$ cat src/rtl/jt12_div_ctrl.sv
// -----------------------------------------------------------------------------
// jt12_div_ctrl
// Single-clock prescaler controller for the JT12 FM core. The YM2612 prescaler
// registers 0x2D/0x2E/0x2F select a master-clock divide ratio of 6/3/2. Instead
// of generating divided clocks, the ratio is turned into a one-cycle clock
// enable (cen). Ratio changes are only applied at a period boundary, so no
// divide period is ever shortened or stretched. The block also generates the
// internal synchronous reset and the operator-slot sequencer with its
// per-sample strobe.
//
// Ports:
//   clk      master clock
//   rst_n    asynchronous active-low reset
//   cs_n     chip select, active low
//   wr_n     write strobe, active low; a write is taken on its falling edge
//   addr     addr[0]: 0 = register-number latch, 1 = data; addr[1]=1 ignored
//   din      write data
//   cen      one-cycle clock enable, one pulse per divide period
//   div_sel  active ratio: 0 = /6, 1 = /3, 2 = /2
//   busy     a ratio change is waiting for the next period boundary
//   rst_int  synchronous internal reset, active high
//   slot     current operator slot, 0..SLOTS-1
//   smp      sample strobe, coincident with cen on the slot wrap
// -----------------------------------------------------------------------------
module jt12_div_ctrl #(
    parameter int SLOTS   = 24,
    parameter int RST_CEN = 2,
    parameter int CNT_W   = 3
) (
    input  logic       clk,
    input  logic       rst_n,
    input  logic       cs_n,
    input  logic       wr_n,
    input  logic [1:0] addr,
    input  logic [7:0] din,
    output logic       cen,
    output logic [1:0] div_sel,
    output logic       busy,
    output logic       rst_int,
    output logic [4:0] slot,
    output logic       smp
);

    localparam int RST_W = (RST_CEN < 2) ? 1 : $clog2(RST_CEN);

    localparam logic [1:0]       DIV6      = 2'd0;
    localparam logic [1:0]       DIV3      = 2'd1;
    localparam logic [1:0]       DIV2      = 2'd2;
    localparam logic [4:0]       SLOT_LAST = 5'(SLOTS - 1);
    localparam logic [RST_W-1:0] RST_LAST  = RST_W'(RST_CEN - 1);

    logic             wr_q;
    logic [7:0]       reg_num;
    logic [1:0]       pend;
    logic [CNT_W-1:0] cnt;
    logic [RST_W-1:0] rst_cnt;

    logic [CNT_W-1:0] div_n;
    logic             wrap;
    logic             wr_ev;
    logic             req_vld;
    logic [1:0]       req;
    logic [1:0]       div_nx;
    logic             pend_nx;
    logic             rst_int_nx;
    logic [4:0]       slot_nx;

    // Next-state helpers shared by both register blocks.
    // div_nx/pend_nx describe the ratio state just after this edge's boundary
    // handling, so a request arriving on a wrap edge is judged against the
    // ratio that is about to become active, not the one being retired.
    // rst_int_nx/slot_nx give the values the next cycle will see, which lets
    // smp be registered and still line up with the cen cycle it marks.
    always_comb begin
        div_n = CNT_W'(6);
        case (div_sel)
            DIV3:    div_n = CNT_W'(3);
            DIV2:    div_n = CNT_W'(2);
            default: div_n = CNT_W'(6);
        endcase

        wrap  = (cnt == div_n - 1'b1);
        wr_ev = wr_q & ~wr_n & ~cs_n;

        req_vld = 1'b0;
        req     = DIV6;
        if (wr_ev && addr == 2'b01) begin
            case (reg_num)
                8'h2D: begin
                    req_vld = 1'b1;
                    req     = DIV6;
                end
                8'h2E: begin
                    req_vld = 1'b1;
                    req     = DIV3;
                end
                8'h2F: begin
                    req_vld = 1'b1;
                    req     = DIV2;
                end
                default: begin
                    req_vld = 1'b0;
                    req     = DIV6;
                end
            endcase
        end

        div_nx  = (wrap && busy) ? pend : div_sel;
        pend_nx = busy & ~wrap;

        rst_int_nx = rst_int & ~(cen && rst_cnt == RST_LAST);

        slot_nx = slot;
        if (cen && !rst_int) begin
            slot_nx = (slot == SLOT_LAST) ? 5'd0 : slot + 5'd1;
        end
    end

    // Write decoding, divide counter and ratio switching.
    // The counter restarts at 0 on every wrap; cen is simply the registered
    // wrap, so it is high in the first cycle of each period. A pending ratio
    // is only moved into div_sel on a wrap edge, which makes the new period
    // start cleanly at cnt=0 with the new length. A request equal to the
    // active ratio is dropped unless something is already pending, in which
    // case it overwrites the pending ratio and completes as a no-op switch.
    always_ff @(posedge clk or negedge rst_n) begin
        if (!rst_n) begin
            wr_q    <= 1'b1;
            reg_num <= 8'h00;
            cnt     <= '0;
            cen     <= 1'b0;
            div_sel <= DIV6;
            pend    <= DIV6;
            busy    <= 1'b0;
        end else begin
            wr_q <= wr_n;
            if (wr_ev && addr == 2'b00) begin
                reg_num <= din;
            end
            cnt     <= wrap ? '0 : cnt + 1'b1;
            cen     <= wrap;
            div_sel <= div_nx;
            if (req_vld && (pend_nx || req != div_nx)) begin
                pend <= req;
                busy <= 1'b1;
            end else begin
                busy <= pend_nx;
            end
        end
    end

    // Internal reset and operator-slot sequencer.
    // rst_int counts cen cycles after reset release and drops on the edge
    // that ends the RST_CEN-th one. The slot counter only moves once rst_int
    // is low, advancing at the end of every cen cycle; smp flags the cen
    // cycle spent in the last slot.
    always_ff @(posedge clk or negedge rst_n) begin
        if (!rst_n) begin
            rst_int <= 1'b1;
            rst_cnt <= '0;
            slot    <= 5'd0;
            smp     <= 1'b0;
        end else begin
            rst_int <= rst_int_nx;
            if (rst_int && cen && rst_cnt != RST_LAST) begin
                rst_cnt <= rst_cnt + 1'b1;
            end
            slot <= slot_nx;
            smp  <= wrap && (slot_nx == SLOT_LAST) && !rst_int_nx;
        end
    end

endmodule

$ cat config.mk
export PLATFORM = sky130hd
export DESIGN_NAME = jt12_div_ctrl
export DESIGN_NICKNAME = d
export VERILOG_FILES = /design/src/rtl/jt12_div_ctrl.sv
export SDC_FILE = /design/constraint.sdc
export NUM_CORES = 1
export LEC_CHECK = 0
export BUFFER_PORTS_ARGS = -buffer_cell sky130_fd_sc_hd__buf_2
export CELL_PAD_IN_SITES_DETAIL_PLACEMENT = 0
export CELL_PAD_IN_SITES_GLOBAL_PLACEMENT = 1
export CORE_ASPECT_RATIO = 0.6
export CORE_MARGIN = 3
export CORE_UTILIZATION = 42
export CTS_CLUSTER_DIAMETER = 50
export CTS_CLUSTER_SIZE = 20
export DETAILED_ROUTE_END_ITERATION = 10
export GPL_ROUTABILITY_DRIVEN = 0
export GPL_TIMING_DRIVEN = 0
export PLACE_DENSITY = 0.74
export SKIP_LAST_GASP = 1
export SLEW_MARGIN = 20
export SYNTH_ARGS = -nofsm -noshare
export SYNTH_HDL_FRONTEND = slang
export SYNTH_SLANG_ARGS = --single-unit
$ cat constraint.sdc
create_clock -name clk -period 2.7 [get_ports clk]
set_clock_uncertainty 0.15 [all_clocks]
set_input_delay 0.135 -clock clk [delete_from_list [all_inputs] [get_ports clk]]
set_output_delay 0.135 -clock clk [all_outputs]
set_load 0.02 [all_outputs]
==> impl_metrics.py <==
metrics = {
    "final_layout": {
        "fin_area_um2": 1638,
        "layout.nets": 170,
        "area_growth_pct": 26.35,
        "layout_common_cells": "buf_2 (25), dfrtp_1 (24), dlygate4sd3_1 (10), nand2_1 (7), mux2_1 (7)",
        "fin_cells": 192,
        "layout_commonest_cell": "buf_2",
        "diodes": 0,
        "drive_above_1_share_pct": 25.00,
    },
    "critical_path": {
        "critPathArrivalTime_ns": 2.50,
        "crit_fanout": 7,
        "required_ns": 2.70,
        "start_kind": "input port",
        "critical_path_class": "input port to register",
        "endpoint_kind": "register",
    },
    "detailed_routing": {
        "ant_nets": 0,
        "wirelength_um": 2542,
        "via_per_inst": 5.073,
        "drtIter0Drc": 39,
        "remaining_drc_errors": 0,
        "drtPass1Iterations": 6,
        "wl_per_cell_um": 13.24,
        "routed-via-count": 974,
    },
    "timing": {
        "setup_tns_ns": 0,
        "relSlewSlack_pct": 62.33,
        "setup_viol": 0,
        "rsz0062_at_grt": "no",
        "hold_viol": 0,
        "period_share_pct": 92.56,
        "fmax_mhz": 400.1,
        "period_needed_ns": 2.499,
        "max_slew.worst_pin.slew_ns": 0.5651,
        "whs_ns": 0.09415,
        "slew_viol_final": 0,
    },
    "yosys": {
        "synth-warning-count": 0,
        "synth.distinct_cells": 46,
        "synth.net_count": 131,
        "netlist.area_leader.share_pct": 46.33,
        "synth.avg_cell_area_um2": 11.37,
        "syn_inst": 114,
        "async_flop_share_pct": 100.0,
        "ys_seq_area_share_pct": 50.39,
        "synthFlopType": "dfrtp_1",
        "synthesis.area_um2": 1296,
        "ys_seq_elements": 26,
        "synth-edff-count": 0,
        "yosysTopAreaCell": "dfrtp_1",
        "synthTopCellsByArea": "dfrtp_1 (46%), mux2_1 (6.1%), dfstp_2 (4.1%)",
    },
    "global_routing": {
        "top_usage_layer": "met1",
        "use_met2_pct": 21.02,
        "grt_util_all_layers_pct": 14.59,
        "grtUsageMet1_pct": 21.84,
        "grt_pass1_wl_um": 4443,
        "antenna_found_initial": 0,
        "grt_remaining_overflow": 0,
        "grt_use_met3_pct": 4.244,
        "grt_max_degree": 27,
        "grt_pass1_vias": 923,
    },
    "placement": {
        "io_buffers": 24,
        "dp_cells": 178,
        "hpwl_um": 1907,
        "postPlaceCellArea_um2": 1466,
    },
    "power": {
        "leakagePower_nw": 0.7256,
        "power_mw": 1.094,
        "p_per_area_nw_per_um2": 667.9,
        "ir_drop_mv": 0.5078,
    },
    "cts": {
        "cts.sink_count": 26,
        "cts_inserted_buffers": 3,
        "cts_resized": 0,
        "htreeDepth": 1,
        "path_clk_slew_ns": 0.09,
        "cts_tree": "built",
        "clockBufferDepth": 2,
        "clock_latency_ns": 0.27,
        "cts_root_buf": "clkbuf_8",
    },
    "run_status": {
        "status": "completed",
    },
    "floorplanning": {
        "io_pins": 25,
        "core-area_um2": 2715,
        "row_count": 14,
        "die_h_um": 49.03,
        "initial_core_util_pct": 47.74,
        "fp.dieW_um": 77.72,
        "dieArea_um2": 3811,
    },
    "hold_path": {
        "min-delay-path-class": "input port to register",
    },
    "run": {
        "max-cap-violations": 0,
    },
}
==> timing repair <==
| item | 4_1_cts | 5_1_grt |
|---|---|---|
| hold buffers | 10 | 0 |
| setup buffers | 0 | 0 |
| endpoints found under the hold margin | 33 | 0 |
==> final timing paths <==
path                             from    endpoint  slack [ns]  cells after the start
max in group asynchronous       rst_n  reg_num[2]        1.78                      2
min                           addr[0]  reg_num[0]        0.09                      4
min in group asynchronous       rst_n     slot[0]        0.24                      2
max reg2reg                div_sel[1]        busy        0.21                      7
min reg2reg                   rst_cnt     rst_cnt        0.31                      1
max                              wr_n     pend[0]        0.20                      8
==> kinds of logic after synthesis <==
kind of cell               after synthesis  synth area share (%)
muxes                                   13                 11.00
and+or+nand+nor                         39                 18.63
DFF                                     26                 50.39
xor gates and xnor gates                 4                 2.702
AOI/OAI and AO/OA                       20                 11.68
adders and majority gates                3                 2.896
buffers and inverters                    9                 2.702
==> registers in the layout, summed over array words and instances (netlist names) <==
register and cells:
reg_num 8, slot 5, cnt 3, div_sel 2, pend 2, busy 1, cen 1, rst_cnt 1
rst_int 1, smp 1, wr_q 1
==> cell type report <==
| cell class | instances | area [µm²] |
|---|---|---|
| fillers | 241 | 1077 |
| flip-flops and latches | 26 | 653.1 |
| multi-input cells | 79 | 608.1 |
| repair buffers | 34 | 220.2 |
| well taps | 40 | 50.05 |
| clock buffers | 3 | 41.29 |
| clock inverters | 1 | 30.03 |
| inverters | 6 | 22.52 |
| plain buffers | 3 | 12.51 |
==> metal layers <==
layer	wire length, µm	share of wire, %
met1	1367	54
met2	1061	42
met3	101	4.0
met4	12	0.47
met5	0	0
==> cells in the mapped netlist, drive strengths merged (3+ instances only) <==
| cell | n |
|---|---|
| dfrtp | 24 |
| mux2 | 10 |
| nand2 | 7 |
| inv | 6 |
| nor2 | 6 |
| o21ai | 6 |
| xnor2 | 4 |
| ha | 3 |
| mux2i | 3 |
| nor3 | 3 |
==> worst max-delay path, stage by stage <==
cell           delay, ns
dlygate4sd3_1       0.53
buf_2               0.12
or4b_1              0.50
buf_2               0.18
nor4_2              0.28
mux2i_1             0.31
nor4b_1             0.08
or3b_1              0.37
==> where the power goes <==
group / leakage, nW / switching (mW) / internal [mW]
registers: 0.319 / 0.0639 / 0.459
clock network: 0.0357 / 0.119 / 0.198
logic: 0.371 / 0.140 / 0.114
==> per-stage QoR <==
stage / util (%) / setup slack [ns]
after floorplan: - / 0.2977
after global placement: 54.01 / 0.2693
after detailed placement: 54.01 / 0.1899
after CTS: 60.32 / 0.1840
after global routing: 60.32 / 0.03703
final: 60.32 / 0.2008
Note: power is estimated with default switching activity, not from simulation.
